`src/rtl/alu_seq.sv`:
```
// alu_seq: registered ALU with valid/ready handshakes on input and output,
// holding one result plus status flags until the consumer takes it.
module alu_seq #(
    parameter int WIDTH = 8,
    parameter int SHW   = $clog2(WIDTH)
) (
    input  logic             clk,
    input  logic             rst,
    input  logic [WIDTH-1:0] A,
    input  logic [WIDTH-1:0] B,
    input  logic [3:0]       sel,
    input  logic             in_valid,
    output logic             in_ready,
    output logic [WIDTH-1:0] y,
    output logic [WIDTH-1:0] y_hi,
    output logic             c_out,
    output logic             zero,
    output logic             neg,
    output logic             ovf,
    output logic             err,
    output logic             out_valid,
    input  logic             out_ready
);
    localparam logic [3:0] OP_ADD = 4'd0,  OP_SUB = 4'd1,  OP_AND = 4'd2,
                           OP_OR  = 4'd3,  OP_XOR = 4'd4,  OP_NOT = 4'd5,
                           OP_SHL = 4'd6,  OP_SHR = 4'd7,  OP_ROL = 4'd8,
                           OP_ROR = 4'd9,  OP_ADC = 4'd10, OP_MUL = 4'd11;

    typedef enum logic [1:0] {IDLE, BUSY, HOLD} state_t;
    state_t r_state, w_next;

    logic [WIDTH-1:0]   r_y, r_yhi;
    logic               r_cout, r_zero, r_neg, r_ovf, r_err;
    logic [2*WIDTH-1:0] r_acc, r_mcand, w_acc_next;
    logic [WIDTH-1:0]   r_mplier;
    logic [SHW-1:0]     r_step;

    logic               w_accept, w_load_single, w_start_mul, w_last, w_cin;
    logic [SHW-1:0]     w_sh;
    logic [SHW:0]       w_inv;
    logic [WIDTH:0]     w_sum, w_diff, w_shl, w_shr;
    logic [WIDTH-1:0]   w_rol, w_ror, w_res;
    logic               w_cout, w_ovf, w_err;

    // The carry register doubles as the ADC carry-in flag.
    assign w_cin  = (sel == OP_ADC) & r_cout;
    assign w_sum  = {1'b0, A} + {1'b0, B} + {{WIDTH{1'b0}}, w_cin};
    assign w_diff = {1'b0, A} - {1'b0, B};
    assign w_sh   = B[SHW-1:0];
    assign w_inv  = (SHW+1)'(WIDTH) - {1'b0, w_sh};
    assign w_shl  = {1'b0, A} << w_sh;
    assign w_shr  = {A, 1'b0} >> w_sh;
    assign w_rol  = (A << w_sh) | (A >> w_inv);
    assign w_ror  = (A >> w_sh) | (A << w_inv);

    always_comb begin
        w_res  = '0;
        w_cout = 1'b0;
        w_ovf  = 1'b0;
        w_err  = 1'b0;
        case (sel)
            OP_ADD, OP_ADC: begin
                w_res  = w_sum[WIDTH-1:0];
                w_cout = w_sum[WIDTH];
                w_ovf  = (A[WIDTH-1] == B[WIDTH-1]) && (w_sum[WIDTH-1] != A[WIDTH-1]);
            end
            OP_SUB: begin
                w_res  = w_diff[WIDTH-1:0];
                w_cout = w_diff[WIDTH];
                w_ovf  = (A[WIDTH-1] != B[WIDTH-1]) && (w_diff[WIDTH-1] != A[WIDTH-1]);
            end
            OP_AND: w_res = A & B;
            OP_OR:  w_res = A | B;
            OP_XOR: w_res = A ^ B;
            OP_NOT: w_res = ~A;
            OP_SHL: begin
                w_res  = w_shl[WIDTH-1:0];
                w_cout = w_shl[WIDTH];
            end
            OP_SHR: begin
                w_res  = w_shr[WIDTH:1];
                w_cout = w_shr[0];
            end
            OP_ROL: begin
                w_res  = w_rol;
                w_cout = (w_sh != '0) & w_rol[0];
            end
            OP_ROR: begin
                w_res  = w_ror;
                w_cout = (w_sh != '0) & w_ror[WIDTH-1];
            end
            OP_MUL:  w_err = 1'b0;
            default: w_err = 1'b1;
        endcase
    end

    assign w_accept      = in_valid & in_ready;
    assign w_load_single = w_accept & (sel != OP_MUL);
    assign w_start_mul   = w_accept & (sel == OP_MUL);
    assign w_last        = (r_state == BUSY) && (r_step == SHW'(WIDTH-1));
    assign w_acc_next    = r_mplier[0] ? (r_acc + r_mcand) : r_acc;

    always_ff @(posedge clk) begin
        if (rst) r_state <= IDLE;
        else     r_state <= w_next;
    end

    always_comb begin
        w_next   = r_state;
        in_ready = 1'b0;
        case (r_state)
            IDLE: begin
                in_ready = 1'b1;
                if (in_valid) begin
                    if (sel == OP_MUL) w_next = BUSY;
                    else               w_next = HOLD;
                end
            end
            BUSY: if (w_last) w_next = HOLD;
            HOLD: begin
                in_ready = out_ready;
                if (out_ready) begin
                    if (!in_valid)          w_next = IDLE;
                    else if (sel == OP_MUL) w_next = BUSY;
                    else                    w_next = HOLD;
                end
            end
            default: w_next = IDLE;
        endcase
    end

    // Result registers and the shift-add multiplier, one partial product per BUSY cycle.
    always_ff @(posedge clk) begin
        if (rst) begin
            r_y      <= '0;
            r_yhi    <= '0;
            r_cout   <= 1'b0;
            r_zero   <= 1'b0;
            r_neg    <= 1'b0;
            r_ovf    <= 1'b0;
            r_err    <= 1'b0;
            r_acc    <= '0;
            r_mcand  <= '0;
            r_mplier <= '0;
            r_step   <= '0;
        end else if (w_load_single) begin
            r_y    <= w_res;
            r_yhi  <= '0;
            r_cout <= w_cout;
            r_zero <= (w_res == '0);
            r_neg  <= w_res[WIDTH-1];
            r_ovf  <= w_ovf;
            r_err  <= w_err;
        end else if (w_start_mul) begin
            r_acc    <= '0;
            r_mcand  <= {{WIDTH{1'b0}}, A};
            r_mplier <= B;
            r_step   <= '0;
        end else if (r_state == BUSY) begin
            r_acc    <= w_acc_next;
            r_mcand  <= r_mcand << 1;
            r_mplier <= r_mplier >> 1;
            r_step   <= r_step + SHW'(1);
            if (w_last) begin
                r_y    <= w_acc_next[WIDTH-1:0];
                r_yhi  <= w_acc_next[2*WIDTH-1:WIDTH];
                r_cout <= 1'b0;
                r_zero <= (w_acc_next == '0);
                r_neg  <= w_acc_next[2*WIDTH-1];
                r_ovf  <= 1'b0;
                r_err  <= 1'b0;
            end
        end
    end

    assign y         = r_y;
    assign y_hi      = r_yhi;
    assign c_out     = r_cout;
    assign zero      = r_zero;
    assign neg       = r_neg;
    assign ovf       = r_ovf;
    assign err       = r_err;
    assign out_valid = (r_state == HOLD);

endmodule

```
`config.mk`:
```
export PLATFORM = sky130hd
export DESIGN_NAME = alu_seq
export DESIGN_NICKNAME = d
export VERILOG_FILES = /design/src/rtl/alu_seq.sv
export SDC_FILE = /design/constraint.sdc
export NUM_CORES = 1
export LEC_CHECK = 0
export CORE_MARGIN = 5
export CORE_UTILIZATION = 54
export CTS_BUF_LIST = sky130_fd_sc_hd__clkbuf_4
export DETAILED_ROUTE_END_ITERATION = 10
export PLACE_DENSITY = 0.75
export SLEW_MARGIN = 20
export SYNTH_ARGS = -nofsm -noshare
export SYNTH_HDL_FRONTEND = slang
export SYNTH_SLANG_ARGS = --single-unit
```
`constraint.sdc`:
```
create_clock -name clk -period 5.05 [get_ports clk]
set_input_delay 1.01 -clock clk [delete_from_list [all_inputs] [get_ports clk]]
set_output_delay 1.01 -clock clk [all_outputs]
set_load 0.1 [all_outputs]
```
==> impl_metrics.toml, run 1 <==
[run_status]
status = "complete, no violations"

[power]
power.switching_uw = 475
power_switching_share_pct = 38.0
pwr-share-comb_pct = 35.0
p_seq_share_pct = 43.1
power_report.internal_total_uw = 776
total_leakage_power_uw = 0.00252
overall_power_uw = 1250
ir_drop_worst_vdd_uv = 164
pwr_density_cell_mw_per_mm2 = 189
clkPwrFrac_pct = 21.9

[sta]
maxClockFrequency_ghz = 0.234
final_critical_path_setup_slack_ps = 782
final-max-slew-violation-count = 0
grt_setup_unrepaired = "no"
final_setup_tns_ps = 0
clock_skew_ps = 9.65
slew_headroom_pct = 31.2
final_hold_violation_count = 0
worst_pin_slew_ps = 1030
fin_crit_ps = 4270
fin_crit_sh_pct = 84.5
report.final.setup_viol = 0

[global_routing]
vias_in_the_first_global_route = 5701
grt_first_pass_wirelength_um = 30200
gr-usage-all-layers_pct = 28.3
largest_net_degree_at_the_start_of_global_routing = 42
antenna_found_initial = 0
grt-ovfl-total = 0

[clocking]
clock_insertion_delay_worst_skew_ps = 420
clkSinkCount = 66
cts-hold-fix-buffers = 0
post_cts_resize_count = 0
clock-root-buffer = "sky130_fd_sc_hd__clkbuf_4"
cts_tree = "yes"
cts_setup_buffers = 0
cts.htree.levels = 3
clk_transition_reported_paths_ps = 100
tritoncts.num_buffers = 9
cts_buffer_depth = 2

[hold_path]
hold_path.class = "flop to flop"

[layout]
multi_input_comb_area_mm2 = 0.00429
mostFrequentLayoutCells = "sky130_fd_sc_hd__a21oi_1 (70), sky130_fd_sc_hd__nand2_1 (66), sky130_fd_sc_hd__dfxtp_1 (66), sky130_fd_sc_hd__nor2_1 (64)"
area_growth_syn_to_fin_pct = 10.5
layout.cell_area.non_filler_mm2 = 0.00663
final_layout_size_suffix_gt1_share_pct = 10.1
final.fill_count = 985
nets = 854
sequential_cell_area_mm2 = 0.00132
layout.cells.most_common = "sky130_fd_sc_hd__a21oi_1"

[place]
dp_worst_setup_slack_ps = 375
port_buffers = 46
placed_cell_area_mm2 = 0.00654
place_congestion = 0.957
dp_hpwl_um = 13800

[synthesis]
yosys.cell_types.count = 78
ys_warn_count = 0
syn-num-nets = 836
fraction_of_synthesized_cell_area_taken_by_the_top_area_cell_type_pct = 22.0
synth_enable_flop_cells = 0
synthCells = 764
postSynthRegisterBits = 66
ys_flop_type = "sky130_fd_sc_hd__dfxtp_1"
synthTopCellsByArea = "sky130_fd_sc_hd__dfxtp_1 (22%), sky130_fd_sc_hd__ha_1 (9.2%), sky130_fd_sc_hd__a21oi_1 (5.8%), sky130_fd_sc_hd__mux2i_1 (5.2%), sky130_fd_sc_hd__nand2_1 (4.1%)"
syn_area_per_cell_um2 = 7.85
async_reset_ff_share_pct = 0
syn-cell-area_mm2 = 0.00600
synth.yosys.seq_area_share_pct = 22.0
post-synth-top-area-cell = "sky130_fd_sc_hd__dfxtp_1"

[route]
postRouteAntennaNets = 0
postRouteWirelength_um = 18800
first_pass_iters = 5
wl_per_cell_um = 20.3
detail_route.vias_per_cell = 6.54
routed-via-count = 6055
dr.first_iter.drc_count = 727
drcViolationCount = 0

[setup_path]
worstPathCellList = "clkdlybuf4s50_1 -> inv_1 -> fa_1 -> fa_1 -> nor3_1 -> a31oi_1 -> o21ai_0 -> or4_1 -> or4_1 -> nor4_2 -> a32o_1 -> a41o_2"
crit_slowest_cell = "sky130_fd_sc_hd__clkdlybuf4s50_1"
critical_path.endpoint_type = "flop"
crit_type = "input port to flop"
critical-path-top-delay-family = "simple AND/OR/NAND/NOR gates"
critical_path_peak_fanout = 8
path_buf_inv = 2
slowest_stage_delay_on_critical_path_ps = 650
crit_arrival_ps = 4630
startpoint_type = "input port"
critPathRequiredTime_ps = 5420

[floorplanning]
initial_utilization_pct = 55.1
rows = 38
fp.coreArea_mm2 = 0.0109
dieHeight_um = 115
top_level_ports = 47
design.die.area_mm2 = 0.0133
die_width_um = 115

[run]
maxCapViolCount = 0
worst reg2reg max path: cells and delay by family (launching register included):
kind | cells | cell delay (ps)
AOI/OAI and AO/OA | 4 | 510
adders and majority gates | 2 | 940
DFF | 1 | 410
and+or+nand+nor | 5 | 1470
synth_stat cells (4+ instances only):
| cell type | count |
|---|---|
| sky130_fd_sc_hd__or2_2 | 6 |
| sky130_fd_sc_hd__mux4_2 | 7 |
| sky130_fd_sc_hd__xor2_1 | 5 |
| sky130_fd_sc_hd__a21o_1 | 9 |
| sky130_fd_sc_hd__o31ai_1 | 4 |
| sky130_fd_sc_hd__a22oi_1 | 22 |
| sky130_fd_sc_hd__a221oi_1 | 6 |
| sky130_fd_sc_hd__a211oi_1 | 16 |
| sky130_fd_sc_hd__nand2_1 | 66 |
| sky130_fd_sc_hd__buf_1 | 8 |
| sky130_fd_sc_hd__a32oi_1 | 5 |
| sky130_fd_sc_hd__o22ai_1 | 9 |
| sky130_fd_sc_hd__o22a_1 | 5 |
| sky130_fd_sc_hd__mux2_2 | 8 |
| sky130_fd_sc_hd__nor2_1 | 64 |
| sky130_fd_sc_hd__ha_1 | 44 |
| sky130_fd_sc_hd__nor4_1 | 4 |
| sky130_fd_sc_hd__a21oi_1 | 70 |
| sky130_fd_sc_hd__nor3_1 | 16 |
| sky130_fd_sc_hd__o211ai_1 | 11 |
| sky130_fd_sc_hd__buf_2 | 13 |
| sky130_fd_sc_hd__clkbuf_1 | 38 |
| sky130_fd_sc_hd__dfxtp_1 | 66 |
| sky130_fd_sc_hd__nand2b_1 | 20 |
| sky130_fd_sc_hd__and3_1 | 6 |
| sky130_fd_sc_hd__a31oi_1 | 15 |
| sky130_fd_sc_hd__inv_1 | 30 |
| sky130_fd_sc_hd__fa_1 | 4 |
| sky130_fd_sc_hd__nand3_1 | 24 |
| sky130_fd_sc_hd__mux2i_1 | 31 |
| sky130_fd_sc_hd__o221ai_1 | 4 |
| sky130_fd_sc_hd__or3_1 | 8 |
| sky130_fd_sc_hd__o21ai_0 | 26 |
| sky130_fd_sc_hd__o32ai_1 | 4 |
| sky130_fd_sc_hd__a221o_1 | 4 |
| sky130_fd_sc_hd__nor2b_1 | 11 |
| sky130_fd_sc_hd__xnor2_1 | 7 |
| sky130_fd_sc_hd__a2111oi_0 | 4 |
| sky130_fd_sc_hd__and2_1 | 6 |
sequential cells by signal, indices dropped and copies added (netlist names):
| name | cells |
|---|---|
| neg | 1 |
| err | 1 |
| r_mcand | 16 |
| r_state | 2 |
| y | 8 |
| zero | 1 |
| c_out | 1 |
| r_step | 3 |
| r_mplier | 8 |
| ovf | 1 |
| r_acc | 16 |
| y_hi | 8 |
metrics by stage:
stage               instances  utilization [%]  hold slack, ps
floorplan                 764                -             437
global placement          911             60.0             447
detailed placement        911             60.0             457
CTS                       925             60.9             473
global route              925             60.9             484
finish                    926             60.9             471
cells by family (layout without fill, tap and decap cells):
group | after synthesis | count (layout) | synth area share, %
compound gates | 240 | 240 | 27.5
xor+xnor | 12 | 12 | 1.75
fa+ha+maj | 48 | 48 | 10.5
buf+inv | 94 | 115 | 6.53
flops | 66 | 66 | 22.0
mux | 47 | 47 | 9.53
other cells | 0 | 1 | 0
simple gates | 257 | 257 | 22.1
final timing paths:
path | start | end | slack [ps] | cells after the start
max | A[0] | zero | 780 | 12
min | r_mplier[3] | r_mplier[3] | 470 | 2
max reg2reg | c_out | zero | 1660 | 11
min reg2reg | r_mplier[3] | r_mplier[3] | 470 | 2
power groups by stage:
stage                     Combinational (uW)  Clock, uW  Sequential (uW)
after global routing                     464        300              540
final                                    438        274              539
after global placement                   428          0              550
after floorplan                          249          0              607
after CTS                                430        276              538
after detailed placement                 428          0              550
layout make-up:
| cell class | instances | share of cell area [%] |
|---|---|---|
| tap | 140 | 2.64 |
| multi-input combinational | 604 | 64.7 |
| clock buffer | 9 | 1.02 |
| sequential | 66 | 19.9 |
| inverter | 31 | 1.76 |
| timing repair buffer | 70 | 9.55 |
| clock inverter | 5 | 0.359 |
| antenna | 1 | 0.0378 |
routing by layer:
metal	wire length [um]	share of wire [%]	up-vias	track usage, %
met5	0	0	-	0
met4	748	4.0	0	13.2
met3	1050	5.6	57	3.11
met2	9170	49	277	48.0
met1	7860	42	2846	35.8
li1	-	-	2875	-
No activity file was read; power rests on OpenSTA's default activity.
==> run 2: changes to the inputs <==
==> constraint.sdc (replaced) <==
create_clock -name clk -period 4.1 [get_ports clk]
set_input_delay 0.82 -clock clk [delete_from_list [all_inputs] [get_ports clk]]
set_output_delay 0.82 -clock clk [all_outputs]
set_load 0.1 [all_outputs]
==> run 2 against run 1 <==
Net effect: non-clock buffer count increased by 37; largest cell class unchanged; critical endpoint unchanged; combinational power up 34%; clock power up 39%; cell count is 4.2% higher; sequential power increased by 23%; via count rose by 3.8%; hold slack improved by 4.9 ps; register-to-register slack got worse by 930 ps; total power rose by 30%; largest power group unchanged; global-route usage grew 1.3 points; flip-flop and latch count unchanged.
==> impl_metrics.toml, run 2 (same netlist as run 1, synthesis figures left out) <==
[setup_path]
crit_arrival_ps = 4310
reg2reg_to = "zero"
critPathRequiredTime_ps = 4480
path_buf_inv = 1
slowest_stage_delay_on_critical_path_ps = 520
critical_path_peak_fanout = 2
crit_type = "input port to flop"
worstPathCellList = "clkdlybuf4s50_1 -> nor2b_2 -> nand4b_1 -> fa_1 -> fa_1 -> nor3_1 -> a31oi_1 -> o21ai_0 -> or4_4 -> or4_1 -> nor4_2 -> a32o_1 -> a41o_2"
r2r.worst_path.cells = 11
startpoint_type = "input port"
crit_slowest_cell = "sky130_fd_sc_hd__or4_4"
reg2reg_from = "c_out"
critical-path-top-delay-family = "simple AND/OR/NAND/NOR gates"
cpMostUsedCell = "sky130_fd_sc_hd__fa_1"
critical_path.endpoint_type = "flop"
r2r_setup_slack_ps = 730

[hold_path]
whs_endpoint = "r_mplier[4]"
hold_path.class = "flop to flop"
hold_start = "r_mplier[4]"
hold_path_depth = 2

[clocking]
cts_setup_buffers = 0
tritoncts.num_buffers = 9
clock_insertion_delay_worst_skew_ps = 430
clkSinkCount = 66
clock-root-buffer = "sky130_fd_sc_hd__clkbuf_4"
cts_buffer_depth = 2
clk_transition_reported_paths_ps = 110
cts.htree.levels = 3
cts_tree = "yes"

[global_routing]
grt-ovfl-total = 0
vias_in_the_first_global_route = 5998
antenna_found_initial = 1
largest_net_degree_at_the_start_of_global_routing = 59
gr-usage-all-layers_pct = 29.6
grt_first_pass_wirelength_um = 31100

[sta]
final_hold_violation_count = 0
report.final.setup_viol = 0
final-max-slew-violation-count = 0
clock_skew_ps = 11.8
maxClockFrequency_ghz = 0.254
worst_pin_slew_ps = 1030
fin_crit_ps = 3940
grt_setup_unrepaired = "no"
final_critical_path_setup_slack_ps = 164
fin_crit_sh_pct = 96.0
slew_headroom_pct = 31.0

[route]
routed-via-count = 6286
drcViolationCount = 0
postRouteAntennaNets = 0
first_pass_iters = 5
postRouteWirelength_um = 19700
detail_route.vias_per_cell = 6.51
wl_per_cell_um = 20.4
dr.first_iter.drc_count = 523

[power]
p_seq_share_pct = 40.7
clkPwrFrac_pct = 23.3
pwr_density_cell_mw_per_mm2 = 235
total_leakage_power_uw = 0.00271
overall_power_uw = 1630
pwr-share-comb_pct = 36.0
power.switching_uw = 622
power_switching_share_pct = 38.1
power_report.internal_total_uw = 1010
ir_drop_worst_vdd_uv = 199

[layout]
nets = 891
largest_registers = "r_acc x16, r_mcand x16"
multi_input_comb_area_mm2 = 0.00430
mostFrequentLayoutCells = "sky130_fd_sc_hd__a21oi_1 (70), sky130_fd_sc_hd__nand2_1 (66), sky130_fd_sc_hd__dfxtp_1 (66), sky130_fd_sc_hd__nor2_1 (64), sky130_fd_sc_hd__buf_4 (62)"
fin_util_pct = 63.7
final.fill_count = 999
layout.cells.most_common = "sky130_fd_sc_hd__a21oi_1"
final_layout_size_suffix_gt1_share_pct = 14.9
sequential_cell_area_mm2 = 0.00132
area_growth_syn_to_fin_pct = 15.7

[run]
maxCapViolCount = 0

[place]
dp_worst_setup_slack_ps = -283
place_congestion = 0.956
port_buffers = 46
dp_hpwl_um = 14800

[floorplanning]
die_width_um = 115
initial_utilization_pct = 55.1
top_level_ports = 47
dieHeight_um = 115
design.die.area_mm2 = 0.0133
rows = 38
fp.coreArea_mm2 = 0.0109

[run_status]
status = "complete, no violations"
-- run 2: metrics by stage --
step / std cells / setup TNS [ps] / cell area (um^2) / hold WS [ps]
finish: 965 / 0 / 6940 / 476
global route: 964 / 0 / 6940 / 499
CTS: 964 / 0 / 6930 / 475
detailed placement: 948 / -283 / 6810 / 454
global placement: 948 / -217 / 6810 / 448
floorplan: 764 / 0 / 6000 / 437
-- run 2: what timing repair did --
item,CTS,global route
resized for setup,0,2
endpoints found under the setup margin,0,1
hold buffers,0,0
-- run 2: final cells by class --
cell class / instances / share of cell area, %
Timing Repair Buffer: 107 / 13.1
Inverter: 31 / 1.68
Tap cell: 140 / 2.52
Multi-Input combinational cell: 604 / 61.9
Clock buffer: 10 / 1.08
Antenna cell: 1 / 0.0361
Clock inverter: 6 / 0.631
Sequential cell: 66 / 19.0
-- run 2: metal layers --
layer  up-vias  GRT usage, %  wire length, um
li1       2942             -                -
met1      3024          36.0             7900
met2       258          52.2             9680
met3        60          2.84             1090
met4         2          14.1              962
met5         -             0               13
-- run 2: how the worst max path moves through the flow --
stage	depth (start not counted)	to	slack (ps)	start
after global routing	13	zero	0.7	sel[1]
after CTS	13	zero	140	sel[1]
after detailed placement	13	zero	-280	sel[1]
after floorplan	14	zero	80	sel[0]
after global placement	13	zero	-220	sel[1]
final	13	zero	160	sel[1]
-- run 2: worst register-to-register path: stages (launching register included) --
cell	delay, ps
sky130_fd_sc_hd__dfxtp_1	450
sky130_fd_sc_hd__nand4b_1	170
sky130_fd_sc_hd__fa_1	440
sky130_fd_sc_hd__fa_1	510
sky130_fd_sc_hd__nor3_1	50
sky130_fd_sc_hd__a31oi_1	140
sky130_fd_sc_hd__o21ai_0	110
sky130_fd_sc_hd__or4_4	520
sky130_fd_sc_hd__or4_1	500
sky130_fd_sc_hd__nor4_2	180
sky130_fd_sc_hd__a32o_1	170
sky130_fd_sc_hd__a41o_2	90
-- run 2: power by group through the flow --
stage / Combinational, uW / Clock [uW] / Sequential (uW)
after floorplan: 306 / 0 / 747
after global placement: 570 / 0 / 677
after detailed placement: 576 / 0 / 678
after CTS: 579 / 386 / 664
after global routing: 626 / 418 / 666
final: 588 / 380 / 664
==> run 3: changes to the inputs <==
--- a/config.mk
+++ b/config.mk
@@ -5,6 +5,7 @@
 export SDC_FILE = /design/constraint.sdc
 export NUM_CORES = 1
 export LEC_CHECK = 0
+export CAP_MARGIN = 10
 export CORE_MARGIN = 5
 export CORE_UTILIZATION = 54
 export CTS_BUF_LIST = sky130_fd_sc_hd__clkbuf_4
==> results of run 3 <==
No change in the layout: final DEF, timing and power equal those of run 2.
